### src/rtl/motoro3_pwm_capture.sv
// rtl/motoro3_pwm_capture.sv - PWM pulse high-time/period capture with per-step on-time accumulation
// Optional glitch filter on the synchronized line: define MOTORO3_PWM_CAP_GLITCH_EN
module motoro3_pwm_capture #(
  parameter int SYNC_STAGES = 2,
  parameter int GLITCH_MIN  = 3,
  parameter int CNT_W       = 16
) (
  input  logic             clk,
  input  logic             nRst,
  input  logic             capEnable,
  input  logic             pwmIn,
  input  logic             stepStrobe,
  input  logic [11:0]      minPulseLen,
  output logic [CNT_W-1:0] pulseHigh,
  output logic [CNT_W-1:0] pulsePeriod,
  output logic             pulseValid,
  output logic             shortPulse,
  output logic [CNT_W-1:0] stepOnSum,
  output logic [7:0]       stepPulseCnt,
  output logic             stepValid,
  output logic             ovf
);

  localparam logic [CNT_W-1:0] MAXC = '1;

  if (SYNC_STAGES < 2 || SYNC_STAGES > 3 || GLITCH_MIN < 1 || CNT_W < 12) begin : gBadParam
    $error("motoro3_pwm_capture: illegal parameter value");
  end

  typedef enum logic [1:0] {IDLE, LOW, HIGH} stateT;

  logic [SYNC_STAGES-1:0] syncReg;
  logic                   pwmS;
  logic                   line;
  logic                   linePrev;
  logic                   rise;
  logic                   fall;
  logic                   pulseDone;
  stateT                  state;
  logic [CNT_W-1:0]       perCnt;
  logic [CNT_W-1:0]       highCnt;
  logic [CNT_W-1:0]       periodShadow;
  logic [CNT_W-1:0]       onAcc;
  logic [7:0]             pulseCnt;
  logic                   havePrev;

  always_ff @(negedge clk or negedge nRst) begin
    if (!nRst) syncReg <= '0;
    else       syncReg <= {syncReg[SYNC_STAGES-2:0], pwmIn};
  end

  assign pwmS = syncReg[SYNC_STAGES-1];

`ifdef MOTORO3_PWM_CAP_GLITCH_EN
  localparam int GW = $clog2(GLITCH_MIN + 1);
  logic          pwmF;
  logic [GW-1:0] glitchCnt;

  // pwmF follows pwmS only after GLITCH_MIN consecutive cycles of disagreement
  always_ff @(negedge clk or negedge nRst) begin
    if (!nRst) begin
      pwmF      <= 1'b0;
      glitchCnt <= '0;
    end else if (pwmS != pwmF) begin
      if (glitchCnt == GW'(GLITCH_MIN - 1)) begin
        pwmF      <= pwmS;
        glitchCnt <= '0;
      end else begin
        glitchCnt <= glitchCnt + 1'b1;
      end
    end else begin
      glitchCnt <= '0;
    end
  end

  assign line = pwmF;
`else
  assign line = pwmS;
`endif

  assign rise      = line & ~linePrev;
  assign fall      = ~line & linePrev;
  assign pulseDone = (state == HIGH) && fall;

  always_ff @(negedge clk or negedge nRst) begin
    if (!nRst) begin
      linePrev     <= 1'b0;
      state        <= IDLE;
      perCnt       <= '0;
      highCnt      <= '0;
      periodShadow <= '0;
      onAcc        <= '0;
      pulseCnt     <= '0;
      havePrev     <= 1'b0;
      pulseHigh    <= '0;
      pulsePeriod  <= '0;
      pulseValid   <= 1'b0;
      shortPulse   <= 1'b0;
      stepOnSum    <= '0;
      stepPulseCnt <= '0;
      stepValid    <= 1'b0;
      ovf          <= 1'b0;
    end else begin
      linePrev   <= line;
      pulseValid <= 1'b0;
      stepValid  <= 1'b0;
      if (!capEnable) begin
        // Latched results hold; everything that measures restarts from scratch
        state        <= IDLE;
        perCnt       <= '0;
        highCnt      <= '0;
        periodShadow <= '0;
        onAcc        <= '0;
        pulseCnt     <= '0;
        havePrev     <= 1'b0;
        ovf          <= 1'b0;
      end else begin
        if (stepStrobe) begin
          stepOnSum    <= onAcc;
          stepPulseCnt <= pulseCnt;
          stepValid    <= 1'b1;
          onAcc        <= {{(CNT_W-1){1'b0}}, line};
          pulseCnt     <= {7'd0, pulseDone};
        end else begin
          if (line) begin
            if (onAcc == MAXC) ovf <= 1'b1;
            else               onAcc <= onAcc + 1'b1;
          end
          if (pulseDone && pulseCnt != 8'hFF) pulseCnt <= pulseCnt + 1'b1;
        end

        if (state != IDLE) begin
          if (perCnt == MAXC) ovf <= 1'b1;
          else                perCnt <= perCnt + 1'b1;
        end

        case (state)
          IDLE: begin
            if (!line) begin
              state   <= LOW;
              perCnt  <= '0;
              highCnt <= '0;
            end
          end
          LOW: begin
            if (rise) begin
              state        <= HIGH;
              highCnt      <= {{(CNT_W-1){1'b0}}, 1'b1};
              periodShadow <= !havePrev ? '0 : (perCnt == MAXC) ? MAXC : perCnt + 1'b1;
              perCnt       <= '0;
              havePrev     <= 1'b1;
            end
          end
          HIGH: begin
            if (fall) begin
              state       <= LOW;
              pulseHigh   <= highCnt;
              pulsePeriod <= periodShadow;
              pulseValid  <= 1'b1;
              shortPulse  <= highCnt < CNT_W'(minPulseLen);
            end else if (highCnt == MAXC) begin
              ovf <= 1'b1;
            end else begin
              highCnt <= highCnt + 1'b1;
            end
          end
          default: state <= IDLE;
        endcase
      end
    end
  end

endmodule

### config.mk
export PLATFORM = sky130hd
export DESIGN_NAME = motoro3_pwm_capture
export DESIGN_NICKNAME = d
export VERILOG_FILES = /design/src/rtl/motoro3_pwm_capture.sv
export SDC_FILE = /design/constraint.sdc
export NUM_CORES = 1
export LEC_CHECK = 0
export CORE_MARGIN = 2
export CORE_UTILIZATION = 35
export CTS_BUF_LIST = sky130_fd_sc_hd__clkbuf_16
export CTS_CLUSTER_DIAMETER = 120
export CTS_CLUSTER_SIZE = 40
export DETAILED_ROUTE_END_ITERATION = 16
export HOLD_SLACK_MARGIN = 0.06
export MAX_ROUTING_LAYER = met4
export SETUP_SLACK_MARGIN = 0.05
export SYNTH_ARGS = -nofsm -noshare
export SYNTH_HDL_FRONTEND = slang
export SYNTH_SLANG_ARGS = --single-unit
### constraint.sdc
create_clock -name clk -period 2.1 [get_ports clk]
set_clock_uncertainty 0.2 [all_clocks]
set_input_delay 0.21 -clock clk [delete_from_list [all_inputs] [get_ports clk]]
set_output_delay 0.21 -clock clk [all_outputs]
set_load 0.02 [all_outputs]
### Yosys cells after proc, flatten, opt, wreduce, memory -nomap -nowiden

Index checks and enable logic that the tools add are counted.

| cells by class | value |
|---|---|
| add/sub/neg operators | 4 |
| $lt $le $gt $ge | 1 |
| equality and inequality tests | 17 |
| mux-type cells | 46 |
| bitwise gates (word level) | 4 |
| reduce and logical (&&, ||, !) cells | 10 |

Operators by type and width:

| operator | count |
|---|---|
| $mux 16 | 19 |
| $add 16x1->16 const B | 3 |
| $eq 16x16->1 const B | 3 |
| $pmux 16 s3 | 1 |
| $pmux 16 s2 | 1 |
| $mux 8 | 3 |
| $ne 3x3->1 const B | 6 |
| $mux 1 | 17 |
| $lt 16x12->1 | 1 |
| $add 8x1->8 const B | 1 |
| $mux 2 | 4 |
| $ne 8x8->1 const B | 1 |
| $ne 3x1->1 const B | 2 |
| $pmux 2 s3 | 1 |
| $reduce_and 2->1 | 3 |
| $reduce_and 3->1 | 2 |
| $reduce_and 5->1 | 1 |
| $ne 2x1->1 const B | 2 |
| $ne 4x1->1 const B | 1 |
| $and 1x1->1 | 2 |
| $eq 2x1->1 const B | 1 |
| $eq 2x2->1 const B | 1 |
| $logic_and 1x1->1 | 2 |
| $logic_not 2->1 | 1 |
| 2 further kinds | 3 |

| word-level totals | value |
|---|---|
| register bits | 138 |
| output and inout bits | 60 |
| word-level logic and storage cells | 99 |

### Depth between registers and ports, before layout

Gate-level depths: netlist of run 1.

| depth | value |
|---|---|
| word-level depth | 10 |
| gate-level depth with buffers | 10 |

==> flow_metrics.env, run 1 <==
export IMPL_io_buffers=76
export IMPL_worstSetupPathType="flop to output port"
export IMPL_slowest_stage="dfrtn_1"
export IMPL_grt_pass1_wl_um=30500
export IMPL_slowest_delay_ns=0.48
export IMPL_layout_nets=1006
export IMPL_p_comb_share_pct=25.2
export IMPL_critPathMaxFanout=2
export IMPL_diodes=0
export IMPL_die_area_um2=21000
export IMPL_finalSetupViolations=98
export IMPL_finalHoldViolations=0
export IMPL_drive_gt1_share_pct=45.6
export IMPL_p_sw_share_pct=29.2
export IMPL_power_density_nw_per_um2=712
export IMPL_gp_congestion=0.881
export IMPL_hp_class="flop to flop"
export IMPL_grt_overflow_total=0
export IMPL_pwr_share_clk_pct=39.1
export IMPL_antenna_found_initial=0
export IMPL_syn_area_per_cell_um2=9.75
export IMPL_fp_dieW_um=145
export IMPL_area_growth_pct=59.5
export IMPL_drc_errors=0
export IMPL_path_cells="buf_6"
export IMPL_fin_cells=1247
export IMPL_cts_max_path_buffers=2
export IMPL_ys_seq_area_share_pct=49.7
export IMPL_finalWorstSetupSlack_ns=-0.368
export IMPL_violations="negative setup slack"
export IMPL_dr_pass1_iters=4
export IMPL_synth_nets=749
export IMPL_vias=6200
export IMPL_yosysUniqueCellTypes=63
export IMPL_critPathTopFamily="flip-flops"
export IMPL_pwr_share_seq_pct=35.7
export IMPL_start_kind="flop"
export IMPL_dp_hpwl_um=12600
export IMPL_clock_latency_ns=0.39
export IMPL_critPathBufInv=1
export IMPL_grt_pass1_vias=6051
export IMPL_ys_flop_type="dfrtn_1"
export IMPL_worstPathRequired_ns=1.69
export IMPL_wirelength_um=19700
export IMPL_cp_arrival_ns=2.06
export IMPL_numCtsBuffers=17
export IMPL_ys_warn_count=0
export IMPL_cts_root_buffer="clkbuf_16"
export IMPL_synthArstFlopShare_pct=100
export IMPL_p_int_uw=5580
export IMPL_place_inst=1145
export IMPL_cts_hold_buf=0
export IMPL_avgViaCountPerCell=4.97
export IMPL_clkTransAtPathRegs_ns=0.04
export IMPL_final_cell_mix="buf_4 (157), dfrtn_1 (138), nand2_1 (114)"
export IMPL_slew_viol_final=0
export IMPL_status="finished with violations"
export IMPL_htree_levels=4
export IMPL_io_pins=77
export IMPL_grt_max_degree=35
export IMPL_die_y_um=145
export IMPL_start_util_pct=35.7
export IMPL_max_slew_worst_pin_slew_ns=0.433
export IMPL_cts_sinks=138
export IMPL_wl_per_cell_um=15.8
export IMPL_drtIter0Drc=341
export IMPL_final_common_cell="buf_4"
export IMPL_critPathCaptureType="output port"
export IMPL_maxCapViolations=0
export IMPL_cts_tree="done"
export IMPL_power_uw=7880
export IMPL_rsz0062_at_grt="true"
export IMPL_ys_ff_latch=138
export IMPL_relSlewSlack_pct=71.0
export IMPL_num_rows=51
export IMPL_synth_edf_count=0
export IMPL_grt_util_all_layers_pct=19.0
export IMPL_p_leak_uw=0.00555
export IMPL_drtAntennaViolNets=0
export IMPL_p_switching_uw=2310
export IMPL_ir_drop_mv=0.658
export IMPL_synth_area_um2=6940
export IMPL_core_um2=19500
export IMPL_synthCells=712
-- state kept, by name (all words and copies together), names as in the netlist --
signal,flops
pulseCnt,8
pulseValid,1
syncReg,2
onAcc,16
ovf,1
periodShadow,16
highCnt,16
havePrev,1
shortPulse,1
stepOnSum,16
pulseHigh,16
linePrev,1
stepValid,1
state,2
pulsePeriod,16
stepPulseCnt,8
perCnt,16
-- power groups by stage --
stage / clock network, µW / registers, µW / logic, µW
3_5_place_dp: 0 / 2850 / 1410
6_report: 3080 / 2820 / 1990
3_3_place_gp: 0 / 2850 / 1410
4_1_cts: 3130 / 2810 / 1690
2_1_floorplan: 0 / 2890 / 741
5_1_grt: 3250 / 2820 / 2130
-- area by class of cell --
| class | count | area, µm² |
|---|---|---|
| Clock inverter | 15 | 174 |
| Multi-Input combinational cell | 519 | 3990 |
| Inverter | 21 | 83.8 |
| Tap cell | 265 | 332 |
| Sequential cell | 138 | 3450 |
| Timing Repair Buffer | 272 | 2620 |
| Fill cell | 1668 | 8390 |
| Clock buffer | 17 | 425 |
-- path summary, 6_finish.rpt --
check / startpoint / endpoint / slack [ns] / depth (start not counted)
max: ovf$_DFF_NN0_ / ovf / -0.37 / 1
min: syncReg[0]$_DFF_NN0_ / syncReg[1]$_DFF_NN0_ / 0.10 / 0
max reg2reg: state[0]$_DFFE_NN0P_ / highCnt[4]$_DFFE_NN0P_ / 0.02 / 6
min reg2reg: syncReg[0]$_DFF_NN0_ / syncReg[1]$_DFF_NN0_ / 0.10 / 0
max in group asynchronous: nRst / pulsePeriod[8]$_DFFE_NN0P_ / 0.72 / 2
min in group asynchronous: nRst / shortPulse$_DFFE_NN0P_ / 0.44 / 1
-- metrics by stage --
step / TNS [ns] / hold WS, ns / setup slack (ns) / instance area [µm²] / utilization (%)
3_5_place_dp: -134.28 / 0.102 / -1.03 / 9080 / 46.6
6_report: -19.91 / 0.103 / -0.368 / 11100 / 56.9
5_1_grt: -22.64 / 0.115 / -0.377 / 11100 / 56.9
4_1_cts: -19.69 / 0.102 / -0.370 / 10400 / 53.3
3_3_place_gp: -130.93 / 0.0962 / -1.01 / 9080 / 46.6
2_1_floorplan: -29.68 / 0.0917 / -0.461 / 7150 / -
-- what timing repair did --
action	4_1_cts	5_1_grt
pin swaps	42	55
setup buffers	33	31
endpoints found under the setup margin	195	163
gates resized for setup	471	119
cloned	4	3
-- synthesized netlist by cell type, types with 3 or more instances --
cell | instances | share of area [%]
o31ai_1 | 5 | 0.54
mux2_2 | 23 | 3.7
nor3_1 | 14 | 1.0
buf_2 | 14 | 1.0
nand4_1 | 20 | 1.8
a31oi_1 | 8 | 0.72
ha_1 | 20 | 3.6
and4_1 | 5 | 0.63
mux2i_1 | 13 | 1.9
or3_1 | 4 | 0.36
and3_1 | 18 | 1.6
nor2_1 | 47 | 2.5
dfrtn_1 | 138 | 50
o21ai_1 | 7 | 0.50
a21oi_1 | 14 | 1.0
clkbuf_1 | 18 | 0.97
nand3_1 | 22 | 1.6
nand4_2 | 3 | 0.54
nor3b_1 | 4 | 0.43
a21o_1 | 5 | 0.54
nor4_1 | 6 | 0.54
xnor2_1 | 17 | 2.1
nand3b_1 | 3 | 0.32
nor2b_1 | 3 | 0.27
o211ai_1 | 8 | 0.86
nand2_1 | 147 | 7.9
and2_1 | 6 | 0.54
o21ai_0 | 25 | 1.8
xor2_1 | 18 | 2.3
buf_1 | 4 | 0.22
nand2b_1 | 8 | 0.72
inv_1 | 21 | 1.1
a22o_1 | 5 | 0.63
-- cell families (layout without fill, tap and decap cells) --
family,count (synthesis),after routing,share of synthesized area [%]
AO/OA/AOI/OAI,98,99,9.39
XOR/XNOR,35,35,4.41
adder cells (fa/ha/maj),20,20,3.60
buffers and inverters,57,325,3.33
flip-flops,138,138,49.7
multiplexers,36,36,5.60
AND/OR/NAND/NOR,328,329,23.9
-- metal layers --
metal  vias up  part of all wire [%]  GRT usage, %
met1      3023                    45          24.9
met5         -                     0             -
li1       3019                     -             -
met3        31                   3.3          2.96
met2       127                    49          30.0
met4         0                   2.1          6.44
No activity file was read; power rests on OpenSTA's default activity.
==> inputs of run 2 (changes only) <==
--- a/config.mk
+++ b/config.mk
@@ -7,7 +7,7 @@
 export LEC_CHECK = 0
 export CORE_MARGIN = 2
 export CORE_UTILIZATION = 35
-export CTS_BUF_LIST = sky130_fd_sc_hd__clkbuf_16
+export CTS_BUF_LIST = sky130_fd_sc_hd__clkbuf_8
 export CTS_CLUSTER_DIAMETER = 120
 export CTS_CLUSTER_SIZE = 40
 export DETAILED_ROUTE_END_ITERATION = 16
==> run 2 against run 1 <==
Net effect:
- the flow still finishes with violations (negative setup slack)
- utilization fell by 1.4 points
- final cell count barely moved
- via count rose by 0.11%
- sequential share of layout area rose by 0.80 points
- critical path depth did not move
- first-iteration DRC count rose by 8.8%
- global-route usage rose by 0.075 points
- sequential power barely moved
- routed wire length fell by 0.32%
- total power fell by 11%
- combinational power fell by 6%
- largest power group is now sequential cells
==> flow_metrics.env, run 2 (synthesis results as in run 1) <==
export IMPL_cts_root_buffer="clkbuf_8"
export IMPL_multiInputGateArea_um2=3860
export IMPL_fp_dieW_um=145
export IMPL_drive_gt1_share_pct=43.3
export IMPL_start_util_pct=35.7
export IMPL_relSlewSlack_pct=74.1
export IMPL_die_y_um=145
export IMPL_place_area_um2=9080
export IMPL_final_cell_mix="buf_4 (156), dfrtn_1 (138), nand2_1 (120)"
export IMPL_drtAntennaViolNets=0
export IMPL_layout_nets=1007
export IMPL_place_inst=1145
export IMPL_gp_congestion=0.881
export IMPL_cp_arrival_ns=2.06
export IMPL_slowest_stage="dfrtn_1"
export IMPL_cts_hold_buf=0
export IMPL_grt_pass1_vias=6007
export IMPL_avgViaCountPerCell=4.97
export IMPL_antenna_found_initial=0
export IMPL_regArea_um2=3450
export IMPL_slew_viol_final=0
export IMPL_clkTransAtPathRegs_ns=0.05
export IMPL_final_core_util_pct=55.5
export IMPL_hp_class="flop to flop"
export IMPL_max_slew_worst_pin_slew_ns=0.389
export IMPL_cts_tree="done"
export IMPL_dr_pass1_iters=5
export IMPL_start_kind="flop"
export IMPL_core_um2=19500
export IMPL_p_leak_uw=0.00534
export IMPL_finalWorstSetupSlack_ns=-0.375
export IMPL_critPathTopFamily="flip-flops"
export IMPL_maxCapViolations=0
export IMPL_finalSetupViolations=98
export IMPL_die_area_um2=21000
export IMPL_area_growth_pct=55.5
export IMPL_violations="negative setup slack"
export IMPL_num_rows=51
export IMPL_n_fill_cell=1705
export IMPL_status="finished with violations"
export IMPL_io_buffers=76
export IMPL_rsz0062_at_grt="true"
export IMPL_clock_latency_ns=0.40
export IMPL_wirelength_um=19600
export IMPL_slowest_delay_ns=0.47
export IMPL_numCtsBuffers=17
export IMPL_cts_max_path_buffers=2
export IMPL_grt_max_degree=35
export IMPL_diodes=0
export IMPL_critPathMaxFanout=2
export IMPL_critPathCaptureType="output port"
export IMPL_dp_hpwl_um=12600
export IMPL_drtIter0Drc=371
export IMPL_finalInstanceArea_um2=10800
export IMPL_cts_sinks=138
export IMPL_fin_cells=1248
export IMPL_final_common_cell="buf_4"
export IMPL_io_pins=77
export IMPL_worstPathRequired_ns=1.69
export IMPL_htree_levels=4
export IMPL_grt_util_all_layers_pct=19.0
export IMPL_vias=6207
export IMPL_path_cells="buf_6"
export IMPL_grt_pass1_wl_um=30300
export IMPL_drc_errors=0
export IMPL_finalHoldViolations=0
export IMPL_power_density_nw_per_um2=647
export IMPL_grt_overflow_total=0
export IMPL_worstSetupPathType="flop to output port"
export IMPL_wl_per_cell_um=15.7
export IMPL_critPathBufInv=1
export IMPL_place_ws_ns=-1.03
export IMPL_ir_drop_mv=0.495
run 2: area by class of cell:
type / instances / share of cell area, %
clock buffers: 17 / 2.17
clock inverters: 15 / 1.61
inverters: 21 / 0.823
multi-input cells: 519 / 35.7
flip-flops and latches: 138 / 32.0
well taps: 265 / 3.07
repair buffers: 273 / 24.6
run 2: power by group:
part | switching, µW | total, µW | internal [µW] | leakage, µW
combinational | 992 | 1880 | 888 | 0.00322
clock | 1120 | 2300 | 1180 | 0.000206
sequential | 62.8 | 2810 | 2750 | 0.00191
total | 2180 | 6990 | 4810 | 0.00534
run 2: metrics by stage:
stage	hold WS (ns)	total power [µW]	TNS [ns]
5_1_grt	0.116	7290	-23.27
6_report	0.103	6990	-20.34
4_1_cts	0.103	6820	-20.75
2_1_floorplan	0.0917	3630	-29.68
3_5_place_dp	0.102	4260	-134.28
3_3_place_gp	0.0962	4260	-130.93
run 2: worst paths after layout:
path / from / to / slack (ns) / cells after the start
worst min-delay path: syncReg[0]$_DFF_NN0_ / syncReg[1]$_DFF_NN0_ / 0.10 / 0
worst max register to register: state[1]$_DFFE_NN0P_ / highCnt[4]$_DFFE_NN0P_ / 0 / 7
max in group asynchronous: nRst / periodShadow[4]$_DFFE_NN0P_ / 0.74 / 2
worst min register to register: syncReg[0]$_DFF_NN0_ / syncReg[1]$_DFF_NN0_ / 0.10 / 0
worst max-delay path: ovf$_DFF_NN0_ / ovf / -0.37 / 1
min in group asynchronous: nRst / highCnt[12]$_DFFE_NN0P_ / 0.43 / 1
run 2: timing repair:
item,CTS,global route
pin swaps,39,42
buffers inserted,32,34
gates cloned,5,4
endpoints found under the setup margin,195,160
gates resized for setup,465,92
run 2: worst register-to-register path, delay by kind of cell (launching register included):
kind / cells / cell delay [ns]
flops: 1 / 0.41
buf+inv: 1 / 0.07
fa+ha+maj: 1 / 0.34
simple gates: 2 / 0.30
compound gates: 3 / 0.62
run 2: per-layer routing:
layer  up-vias  part of all wire [%]  routed length, µm  global-route usage, %
met4         0                   2.1                403                   6.54
met2       130                    49               9680                   30.5
met1      3027                    45               8810                   24.4
met3        34                   3.6                710                   3.42
met5         -                     0                  0                      -
li1       3016                     -                  -                      -
==> variant (config.mk and constraints of run 1) <==
The 3 states of `stateT` get a one-hot encoding in 3 bits.
--- a/src/rtl/motoro3_pwm_capture.sv
+++ b/src/rtl/motoro3_pwm_capture.sv
@@ -27,7 +27,7 @@
     $error("motoro3_pwm_capture: illegal parameter value");
   end
 
-  typedef enum logic [1:0] {IDLE, LOW, HIGH} stateT;
+  typedef enum logic [2:0] {IDLE = 3'b001, LOW = 3'b010, HIGH = 3'b100} stateT;
 
   logic [SYNC_STAGES-1:0] syncReg;
   logic                   pwmS;
Behaviour: no difference found for any inputs over 4 cycles, from zero or initial values and one cycle with nRst low; so few cycles prove little.
==> variant against run 1 <==
  * The flow still finishes with violations (setup timing)
  * Synthesized cell count is 9.8% lower
  * Area after synthesis is 3.0% lower
  * Largest cell class unchanged
  * First-iteration DRC count is 0.59% lower
  * Critical path type unchanged
  * Final cell count is 5.6% lower
  * Design area is 2.8% higher
  * Sequential cell count is 1 higher
  * Setup slack better by 0.023 ns
  * Routed wire length is 4.8% higher
  * Highest routed layer unchanged
Power is not compared: it rests on default switching activity, and its combinational part moved more than twofold at a synthesized area within 25%.
==> variant: results (changes against run 1) <==
| Metric | Value |
|---|---|
| Multiplexer area fraction after synthesis | 0.0986 (+0.0426) |
| Met1 GRT Util | 0.256 (+0.00663) |
| Initial antenna violation count | 0 (unchanged) |
| Fill cells | 1,464 (-12%) |
| Worst-path maximum fanout | 2 (unchanged) |
| Syn Inst Count | 642 (-9.8%) |
| WL met3 | 694 µm (+6.6%) |
| Synth cell types | 57 (-9.5%) |
| Wire per inst | 17.5 µm (+11%) |
| Placed cell area | 8990 µm² (-0.99%) |
| Top Layer Used | met4 |
| Largest net degree at the start of global routing | 54 (+54%) |
| H-tree depth | 4 (unchanged) |
| R2r setup slk | -0.18 ns (-0.20 ns) |
| DP Worst Slack | -1.14 ns (-0.108 ns) |
| PostCTS Resize Cnt | 523 (+11%) |
| TNS Setup | -29.18 ns (-9.27 ns) |
| Metal2 WL | 10,600 µm (+8.7%) |
| Xor and xnor area share after synthesis | 0.0390 (-0.00513) |
| Buffers on Ports | 76 (unchanged) |
| Setup violators final | 152 (+55%) |
| Post-Layout Cell Count | 1,177 (-5.6%) |
| Syn nets | 675 (-9.9%) |
| Clk Latency, worst-skew pair | 0.44 ns (+0.05 ns) |
| Hold crit path type | reg -> reg |
| Synth Area in Compound Gates | 0.107 (+0.0135) |
| Crit path from | shortPulse$_DFFE_NN0P_ |
| R2R Path Start | state[0]$_DFFE_NN1P_ |
| Number of setup buffers added after CTS | 45 (+36%) |
| FF-to-FF End | highCnt[8]$_DFFE_NN0P_ |
| Largest stage delay on the critical path | 0.45 ns (-0.03 ns) |
| Area contributors post-synth | dfrtn_1 (51%), mux2_2 (8.5%), nand2_1 (3.1%) |
| DR iter-0 viols | 339 (-0.59%) |
| HPWL Detailed | 12,200 µm (-2.8%) |
| Post-Synth Adder-Cell Area | 0.0297 (-0.00631) |
| Status | finished with violations |
| Setup ws final | -0.344 ns (+0.0234 ns) |
| Min-Delay Endpoint | syncReg[1]$_DFF_NN0_ |
| Overall routing resource usage | 0.205 (+0.0156) |
| Worst Max-Slew Pin Slew | 0.490 ns (+0.0570 ns) |
| Sequential fraction of the synthesis area | 0.517 (+0.0193) |
| First-pass GRT wire length | 32,200 µm (+5.4%) |
| GP Congestion | 0.860 (-2.5%) |
| Vias in the first global route | 6,341 (+4.8%) |
| Synth top cells by count | dfrtn_1 (138), nand2_1 (56), mux2_2 (51) |
| Cells after DPL | 1,052 (-8.1%) |
| Met3 usage | 0.0369 (+0.00727) |
| Nets | 963 (-4.3%) |
| Drt pass-1 iters | 5 (+1) |
| Worst reg2reg path depth | 5 (-1) |
| Hold WS | 0.103 ns (+0.000553 ns) |
| Post-Route M1 WL | 8890 µm (+0.18%) |
| Area growth, synth to finish | 69.1% |
| Met2 usage | 0.337 (+0.0371) |
| Failing checks | setup timing |
| Vias per cell | 5.28 (+6.2%) |
| Layout cells sized above 1 | 0.548 (+0.0920) |
| Worst EP arrival | 2.03 ns (-0.03 ns) |
| Timing endpoint of the critical path | shortPulse |
-- variant: cell types whose count changed in the layout (fill, tap and decap cells not counted), sizes merged, moves of 5 or more --
cell / before / now
a211oi: 0 / 5
o31ai: 6 / 11
buf: 259 / 273
nand4: 24 / 18
a21oi: 14 / 27
or3: 4 / 9
nand2: 147 / 61
mux2: 23 / 51
or4: 1 / 11
nor4: 10 / 2
inv: 27 / 36
-- variant: power by group through the flow --
stage / logic, µW / registers [µW] / clock network [µW]
after detailed placement: 406 / 2770 / 5.96
after global routing: 622 / 2730 / 3060
final: 581 / 2730 / 2900
after global placement: 396 / 2770 / 5.96
after floorplan: 181 / 2780 / 5.96
after CTS: 516 / 2730 / 2940
-- variant: cell type report --
type | instances | area share
clock buffers | 17 | 0.0373
clock inverters | 16 | 0.0118
inverters | 27 | 0.0110
multi-input cells | 459 | 0.367
flip-flops and latches | 139 | 0.305
well taps | 234 | 0.0257
repair buffers | 285 | 0.242
